==> config.mk <==
export PLATFORM = sky130hd
export DESIGN_NAME = d_branch_resolve_bht
export DESIGN_NICKNAME = d
export VERILOG_FILES = /design/src/rtl/branch_pkg.sv /design/src/rtl/branch_cond.sv /design/src/rtl/d_branch_resolve_bht.sv
export SDC_FILE = /design/constraint.sdc
export NUM_CORES = 1
export LEC_CHECK = 0
export BUFFER_PORTS_ARGS = -buffer_cell sky130_fd_sc_hd__buf_2
export CAP_MARGIN = 20
export CORE_ASPECT_RATIO = 1.5
export CORE_MARGIN = 2
export CORE_UTILIZATION = 30
export DETAILED_ROUTE_END_ITERATION = 12
export PLACE_DENSITY = 0.6
export SLEW_MARGIN = 40
export SYNTH_ARGS = -nofsm -noshare
export SYNTH_HDL_FRONTEND = slang
export SYNTH_SLANG_ARGS = --single-unit
==> constraint.sdc <==
create_clock -name clk -period 8.6 [get_ports clk]
set_input_delay 0.43 -clock clk [delete_from_list [all_inputs] [get_ports clk]]
set_output_delay 0.43 -clock clk [all_outputs]
set_load 0.02 [all_outputs]
==> src/rtl/branch_pkg.sv <==
// Shared branch encodings, 2-bit BHT counter states and the counter update rule.
package branch_pkg;

  typedef enum logic [2:0] {
    BEQ    = 3'd0,
    BNE    = 3'd1,
    BLEZ   = 3'd2,
    BGTZ   = 3'd3,
    BLTZ   = 3'd4,
    BGEZ   = 3'd5,
    B_NONE = 3'd6
  } b_type_e;

  localparam logic [1:0] SNT = 2'd0;
  localparam logic [1:0] WNT = 2'd1;
  localparam logic [1:0] WT  = 2'd2;
  localparam logic [1:0] ST  = 2'd3;

  function automatic logic [1:0] ctr_next(input logic [1:0] ctr, input logic taken);
    logic [1:0] nxt;
    nxt = ctr;
    if (taken) begin
      if (ctr != ST) nxt = ctr + 2'd1;
    end else begin
      if (ctr != SNT) nxt = ctr - 2'd1;
    end
    return nxt;
  endfunction

endpackage

==> src/rtl/branch_cond.sv <==
// Combinational evaluator for the six conditional-branch conditions.
// Zero latency; types 6/7 always resolve not-taken.
module branch_cond
  import branch_pkg::*;
#(
  parameter int WIDTH = 32
) (
  input  logic [WIDTH-1:0] rs,
  input  logic [WIDTH-1:0] rt,
  input  logic [2:0]       b_type,
  output logic             taken
);

  logic rs_neg;
  logic rs_zero;
  logic rs_eq_rt;

  assign rs_neg   = rs[WIDTH-1];
  assign rs_zero  = (rs == '0);
  assign rs_eq_rt = (rs == rt);

  always_comb begin
    taken = 1'b0;
    case (b_type)
      BEQ:     taken = rs_eq_rt;
      BNE:     taken = !rs_eq_rt;
      BLEZ:    taken = rs_neg || rs_zero;
      BGTZ:    taken = !rs_neg && !rs_zero;
      BLTZ:    taken = rs_neg;
      BGEZ:    taken = !rs_neg;
      default: taken = 1'b0;
    endcase
  end

endmodule

==> src/rtl/d_branch_resolve_bht.sv <==
// D-stage branch resolution with a 2-bit-counter BHT and saturating statistics.
// Prediction and compare are combinational; table/counter updates land one cycle after commit, held off while d_stall.
module d_branch_resolve_bht
  import branch_pkg::*;
#(
  parameter int         WIDTH    = 32,
  parameter int         DEPTH    = 64,
  parameter int         CNT_W    = 16,
  parameter logic [1:0] INIT_CTR = 2'b01
) (
  input  logic             clk,
  input  logic             reset,
  input  logic [31:0]      f_pc,
  output logic             f_pred_taken,
  input  logic             d_valid,
  input  logic             d_stall,
  input  logic [31:0]      d_pc,
  input  logic [WIDTH-1:0] d_rs,
  input  logic [WIDTH-1:0] d_rt,
  input  logic [2:0]       d_b_type,
  input  logic             d_pred_taken,
  output logic             d_taken,
  output logic             d_mispredict,
  output logic [CNT_W-1:0] branch_cnt,
  output logic [CNT_W-1:0] mispred_cnt
);

  localparam int IDX_W = $clog2(DEPTH);

  logic [1:0]       bht [DEPTH];
  logic [IDX_W-1:0] f_idx;
  logic [IDX_W-1:0] d_idx;
  logic             cond_taken;
  logic             is_br;
  logic             commit;

  assign f_idx = f_pc[IDX_W+1:2];
  assign d_idx = d_pc[IDX_W+1:2];

  branch_cond #(.WIDTH(WIDTH)) u_cond (
    .rs     (d_rs),
    .rt     (d_rt),
    .b_type (d_b_type),
    .taken  (cond_taken)
  );

  assign is_br        = d_valid && (d_b_type < B_NONE);
  assign d_taken      = is_br && cond_taken;
  assign d_mispredict = is_br && (cond_taken != d_pred_taken);
  assign commit       = is_br && !d_stall;

  // Read is from the registered table, so a same-cycle write to this index is not visible yet.
  assign f_pred_taken = bht[f_idx][1];

  always_ff @(posedge clk or posedge reset) begin
    if (reset) begin
      for (int i = 0; i < DEPTH; i++) begin
        bht[i] <= INIT_CTR;
      end
    end else if (commit) begin
      bht[d_idx] <= ctr_next(bht[d_idx], d_taken);
    end
  end

  always_ff @(posedge clk or posedge reset) begin
    if (reset) begin
      branch_cnt  <= '0;
      mispred_cnt <= '0;
    end else if (commit) begin
      if (branch_cnt != '1) branch_cnt <= branch_cnt + 1'b1;
      if (d_mispredict && (mispred_cnt != '1)) mispred_cnt <= mispred_cnt + 1'b1;
    end
  end

endmodule

==> qor.txt, run 1 <==
Status: complete, no violations
Via density: 5.28
Post_cts resized: 0
Ant diodes: 0
Initial antenna violation count: 0
CP arrival: 3.98 ns
Initial Util: 30.4%
Leading area contributor after synthesis: dfrtp_1
Fillcell total: 2974
Fmax: 270 MHz
H-tree levels: 4
Clock Latency Late Sink: 0.45 ns
Asr flop ratio synth: 100%
Seq/Total Area, Yosys: 45.7%
Pins Over Slew Limit: 0
Total Wirelength: 26.4 mm
CTS buffer count: 17
Synthesis-to-layout area growth: 16.4%
Power per cell area: 192 mW/mm2
Top FF cell, synth: dfrtp_1
I/O Buffers: 118
Avg Synthesized Cell Area: 9.70 um2
PnR worst setup slack: 4.90 ns
Clk sinks: 160
RD Place Congestion: 0.855
DR WL/cell: 18.7 um
Worst slew pin tran: 0.806 ns
Share of layout cells above drive strength 1: 28.2%
Post-synthesis cell type count: 53
Crit. End Element: register
Largest net degree at the start of global routing: 93
Final Hold Slack: 0.0908 ns
Yosys top cell area share: 26.9%
Final period utilization: 43.0%
Final Hold Vio Count: 0
Setup TNS Final: 0 ns
Rows: 77
Core area: 0.0294 mm2
Tot Pwr: 1.99 mW
Post-Route Skew: 0.0153 ns
First-pass GRT wire length: 42.3 mm
Setup WS pre-CTS: 4.53 ns
Vias after detailed routing: 7466
Die Y: 215 um
DRC: 0
Worst Hold Class: input port to async pin
Post-synth EDFFs: 0
Worst R2R Start: bht[23]
Starting DRT DRC Count: 641
Synth warn: 0
DRT antenna net count: 0
Die X: 145 um
Count leader, synth: nand2_1
Post CTS Setup Buffer Count: 0
Drt first pass iters: 5
Post-synth top cells: nand2_1, dfrtp_1, nor2_1
CP Data Required Time: 8.88 ns
Post-DP HPWL: 18.0 mm
Worst setup SP type: input port
Mapped Area: 0.00893 mm2
CP Launch Point: d_pc[2]
All-Layer GR Usage: 17.8%
Clock-pin slew on the worst setup and hold paths: 0.07 ns
Ranking of synthesized cells by area: dfrtp_1, dfstp_2, nand2_1
# setup viols final: 0
Vias in the first global route: 7613
Final nets: 1145
CTS tree: built
CP max FO: 64
Leak Pwr: 4.19 nW
RSZ-0062 raised after global routing: false
Min Clock Period, post-route: 3.70 ns
Yosys reg bits: 160
Maximum VDD drop: 0.000137 V
Max transition margin: 46.1%
Clk buf depth: 2
Crit path kind: input port to register
Max-cap violations: 0
Die area: 0.0312 mm2
Root Buffer: clkbuf_16
Syn_nets: 1059
Total gr overflow: 0
Hold_buf cts: 0
Post-Syn Instances: 921
Utilization after layout: 35.4%
# IOs: 171
[cell usage in the layout (no fill, tap or decap), drive strengths merged, types with 13 or more instances in the layout]
cell type,Yosys,final
a221oi,13,13
xor2,35,35
a22oi,15,15
dfrtp,96,96
a31oi,40,40
nor4,17,17
buf,27,134
mux2i,17,17
and3,17,17
mux4,23,23
nand4,15,15
dfstp,64,64
o21ai,68,68
nand2,141,141
a21oi,69,69
nand3,15,15
mux2,17,17
clkbuf,40,22
xnor2,28,28
nor2,72,72
[flip-flops by register name (all words and copies together) (netlist names)]
register,flops
mispred_cnt,16
branch_cnt,16
bht,128
[layer usage]
| layer | vias to the layer above | global-route usage [%] | part of all wire [%] |
|---|---|---|---|
| met5 | - | 0 | 0 |
| met4 | 0 | 6.83 | 2.9 |
| met3 | 45 | 3.48 | 4.7 |
| met2 | 272 | 31.0 | 53 |
| met1 | 3629 | 21.4 | 40 |
| li1 | 3520 | - | - |
[layout make-up]
class,instances,area (um2),area share [%]
well taps,395,494,4.76
inverters,5,26.3,0.253
clock inverters,10,104,0.999
clock buffers,22,464,4.47
repair buffers,134,714,6.87
multi-input cells,689,4510,43.4
flip-flops and latches,160,4080,39.3
[where the power goes]
group | internal, mW | switching [mW] | total (mW) | leakage [nW]
logic | 0.140 | 0.211 | 0.351 | 1.97
clock network | 0.418 | 0.332 | 0.749 | 0.269
registers | 0.832 | 0.0615 | 0.894 | 1.95
[logic make-up (layout without fill, tap and decap cells)]
logic type | after synthesis | after routing | synth area share [%]
adder cells (fa/ha/maj) | 2 | 2 | 0.280
buffers and inverters | 72 | 171 | 4.22
XOR/XNOR | 63 | 63 | 6.18
AND/OR/NAND/NOR | 322 | 322 | 16.8
multiplexers | 57 | 57 | 9.89
AO/OA/AOI/OAI | 245 | 245 | 16.9
flip-flops | 160 | 160 | 45.7
[stage by stage]
step	std cells	instance area, um2
finish	1415	10400
global placement	1383	9800
detailed placement	1383	9820
global route	1415	10400
CTS	1415	10400
floorplan	921	8930
[worst max-delay path, stage by stage]
cell	delay (ns)
buf_2	0.08
buf_4	0.53
nor2b_1	0.37
a221o_1	0.43
a222oi_1	0.31
o22ai_1	0.21
nor4_4	0.49
nand2_2	0.11
a21oi_4	0.16
buf_4	0.57
a31oi_1	0.20
[worst paths after layout]
| path | depth (start not counted) | to | slack (ns) |
|---|---|---|---|
| max | 11 | bht[9] | 4.90 |
| min | 2 | branch_cnt[13] | 0.09 |
| max reg2reg | 9 | bht[9] | 5.34 |
| min reg2reg | 2 | bht[56] | 0.46 |
| max in group asynchronous | 3 | bht[87] | 7.42 |
| min in group clk | 2 | bht[56] | 0.46 |
Power figures use the tool's default switching activity.
==> inputs of run 2 (changes only) <==
==> constraint.sdc (replaced) <==
create_clock -name clk -period 3.5 [get_ports clk]
set_input_delay 0.175 -clock clk [delete_from_list [all_inputs] [get_ports clk]]
set_output_delay 0.175 -clock clk [all_outputs]
set_load 0.02 [all_outputs]
==> run 2 against run 1 <==
Worst hold slack better by 0.15 ns; count of clock-buffer cells in the layout down 1; global-route usage up 0.34 points; critical path depth down 2; highest routed layer is now met5; largest cell class unchanged; critical path type is now register to register.
==> qor.txt, run 2 (same netlist as run 1, synthesis figures left out) <==
Status: complete, no violations
RSZ-0062 raised after global routing: false
Min Clock Period, post-route: 2.91 ns
DRT antenna net count: 0 (unchanged)
Top Registers: bht (128), branch_cnt (16), mispred_cnt (16)
Pins Over Slew Limit: 0 (unchanged)
Core area: 0.0294 mm2 (unchanged)
I/O Buffers: 118 (unchanged)
Final Hold Slack: 0.245 ns (+0.154 ns)
Fillcell total: 2930 (-1.5%)
CTS tree: built
Area of the multi-input gates: 0.00449 mm2 (-0.39%)
PnR worst setup slack: 0.593 ns (-4.30 ns)
Crit path kind: register to register
Worst setup SP type: register
DR WL/cell: 18.8 um (+0.86%)
Die X: 145 um (unchanged)
Starting DRT DRC Count: 508 (-21%)
Max transition margin: 54.0% (+7.8 points)
Fmax: 344 MHz
Final Hold Vio Count: 0 (unchanged)
Total Wirelength: 27.1 mm (+2.7%)
DRC: 0 (unchanged)
Total gr overflow: 0 (unchanged)
Leak Pwr: 4.38 nW (+4.5%)
Die Y: 215 um (unchanged)
Root Buffer: clkbuf_16
Final period utilization: 83.0%
Drt first pass iters: 5 (unchanged)
Commonest non-fill, non-tap cell in the layout: nand2_1
Worst slew pin tran: 0.689 ns (-0.117 ns)
Clk buf depth: 2 (unchanged)
Post CTS Setup Buffer Count: 0 (unchanged)
Setup TNS Final: 0 ns (unchanged)
FF+latch area: 0.00408 mm2 (unchanged)
RD Place Congestion: 0.868 (+1.5%)
# IOs: 171 (unchanged)
H-tree levels: 4 (unchanged)
Vias after detailed routing: 7542 (+1.0%)
Max-cap violations: 0 (unchanged)
Post-DP HPWL: 19.3 mm (+7.0%)
Vias in the first global route: 7777 (+2.2%)
Initial Util: 30.4% (unchanged)
Clk sinks: 160 (unchanged)
Share of layout cells above drive strength 1: 29.6% (+1.4 points)
First-pass GRT wire length: 43.0 mm (+1.5%)
Initial antenna violation count: 1 (+1)
Maximum VDD drop: 0.000352 V (+160%)
# setup viols final: 0 (unchanged)
Top reg by flops: bht
Tot Pwr: 5.09 mW (+160%)
Ant diodes: 0 (unchanged)
CP max FO: 32 (-50%)
Max reg flops: 128 (unchanged)
Power per cell area: 476 mW/mm2 (+150%)
Setup WS pre-CTS: 0.314 ns (-4.21 ns)
Synthesis-to-layout area growth: 19.9%
CTS buffer count: 17 (unchanged)
Via density: 5.23 (-0.80%)
CP arrival: 3.19 ns (-0.79 ns)
Final nets: 1172 (+2.4%)
CP Data Required Time: 3.79 ns (-5.09 ns)
Crit. End Element: register
Most frequent cells in the layout: nand2_1, buf_2, dfrtp_1, nor2_1, a21oi_1
Clock-pin slew on the worst setup and hold paths: 0.07 ns (about the same)
Die area: 0.0312 mm2 (unchanged)
All-Layer GR Usage: 18.2% (+0.34 points)
Post-Route Skew: 0.0121 ns (-0.00318 ns)
Rows: 77 (unchanged)
Worst Hold Class: input port to register
Clock Latency Late Sink: 0.44 ns (about the same)
Largest net degree at the start of global routing: 83 (-11%)
[run 2: cell count changes in the layout (fill, tap and decap cells not counted), sizes merged]
cell,change
bufinv,+2
dlygate4sd3,+1
buf,+26
clkinvlp,-1
inv,-1
clkbuf,-1
[run 2: area by class of cell]
class                      instances  area share (%)
clock buffer                      21            4.40
clock inverter                    10            1.41
inverter                           5           0.210
multi-input combinational        689            41.9
sequential                       160            38.2
tap                              395            4.62
timing repair buffer             161            9.26
[run 2: worst max-delay path, stage by stage, from the launching register on]
cell      delay, ns
dfrtp_1        0.41
mux2_4         0.28
a221o_1        0.29
a222oi_1       0.36
o22ai_1        0.21
nor4_4         0.47
nand2_2        0.11
a21oi_4        0.26
buf_12         0.22
a31oi_1        0.12
[run 2: layer usage]
metal	vias to the layer above	routed length, um	GRT usage, %
met5	-	11	0
li1	3580	-	-
met4	2	1190	9.29
met1	3629	10700	21.4
met2	269	14000	31.2
met3	62	1280	3.23
[run 2: final timing paths]
path / from / end / slack (ns) / cells past startpoint
max: bht[23] / bht[9] / 0.59 / 9
min: d_pred_taken / mispred_cnt[10] / 0.24 / 5
max reg2reg: bht[23] / bht[9] / 0.59 / 9
min reg2reg: bht[48] / bht[48] / 0.46 / 2
max in group asynchronous: reset / bht[16] / 2.38 / 4
min in group asynchronous: reset / branch_cnt[9] / 0.32 / 3
[run 2: stage by stage]
stage                     utilization, %  std cells  area [um2]
after floorplan                        -        921        8930
after global placement              34.3       1409       10100
final                               36.4       1441       10700
after detailed placement            34.3       1409       10100
after global routing                36.4       1441       10700
after CTS                           36.4       1441       10700
[run 2: where the power goes]
group	leakage, nW	total (mW)	switching (mW)	internal, mW
clock	0.304	1.99	0.805	1.19
sequential	1.95	2.20	0.152	2.05
combinational	2.12	0.899	0.524	0.375
[run 2: timing repair]
action                                  in CTS  in global routing
resized for setup                            0                  0
hold endpoints to repair                    16                  0
endpoints found under the setup margin       0                  0
hold buffers                                 1                  0
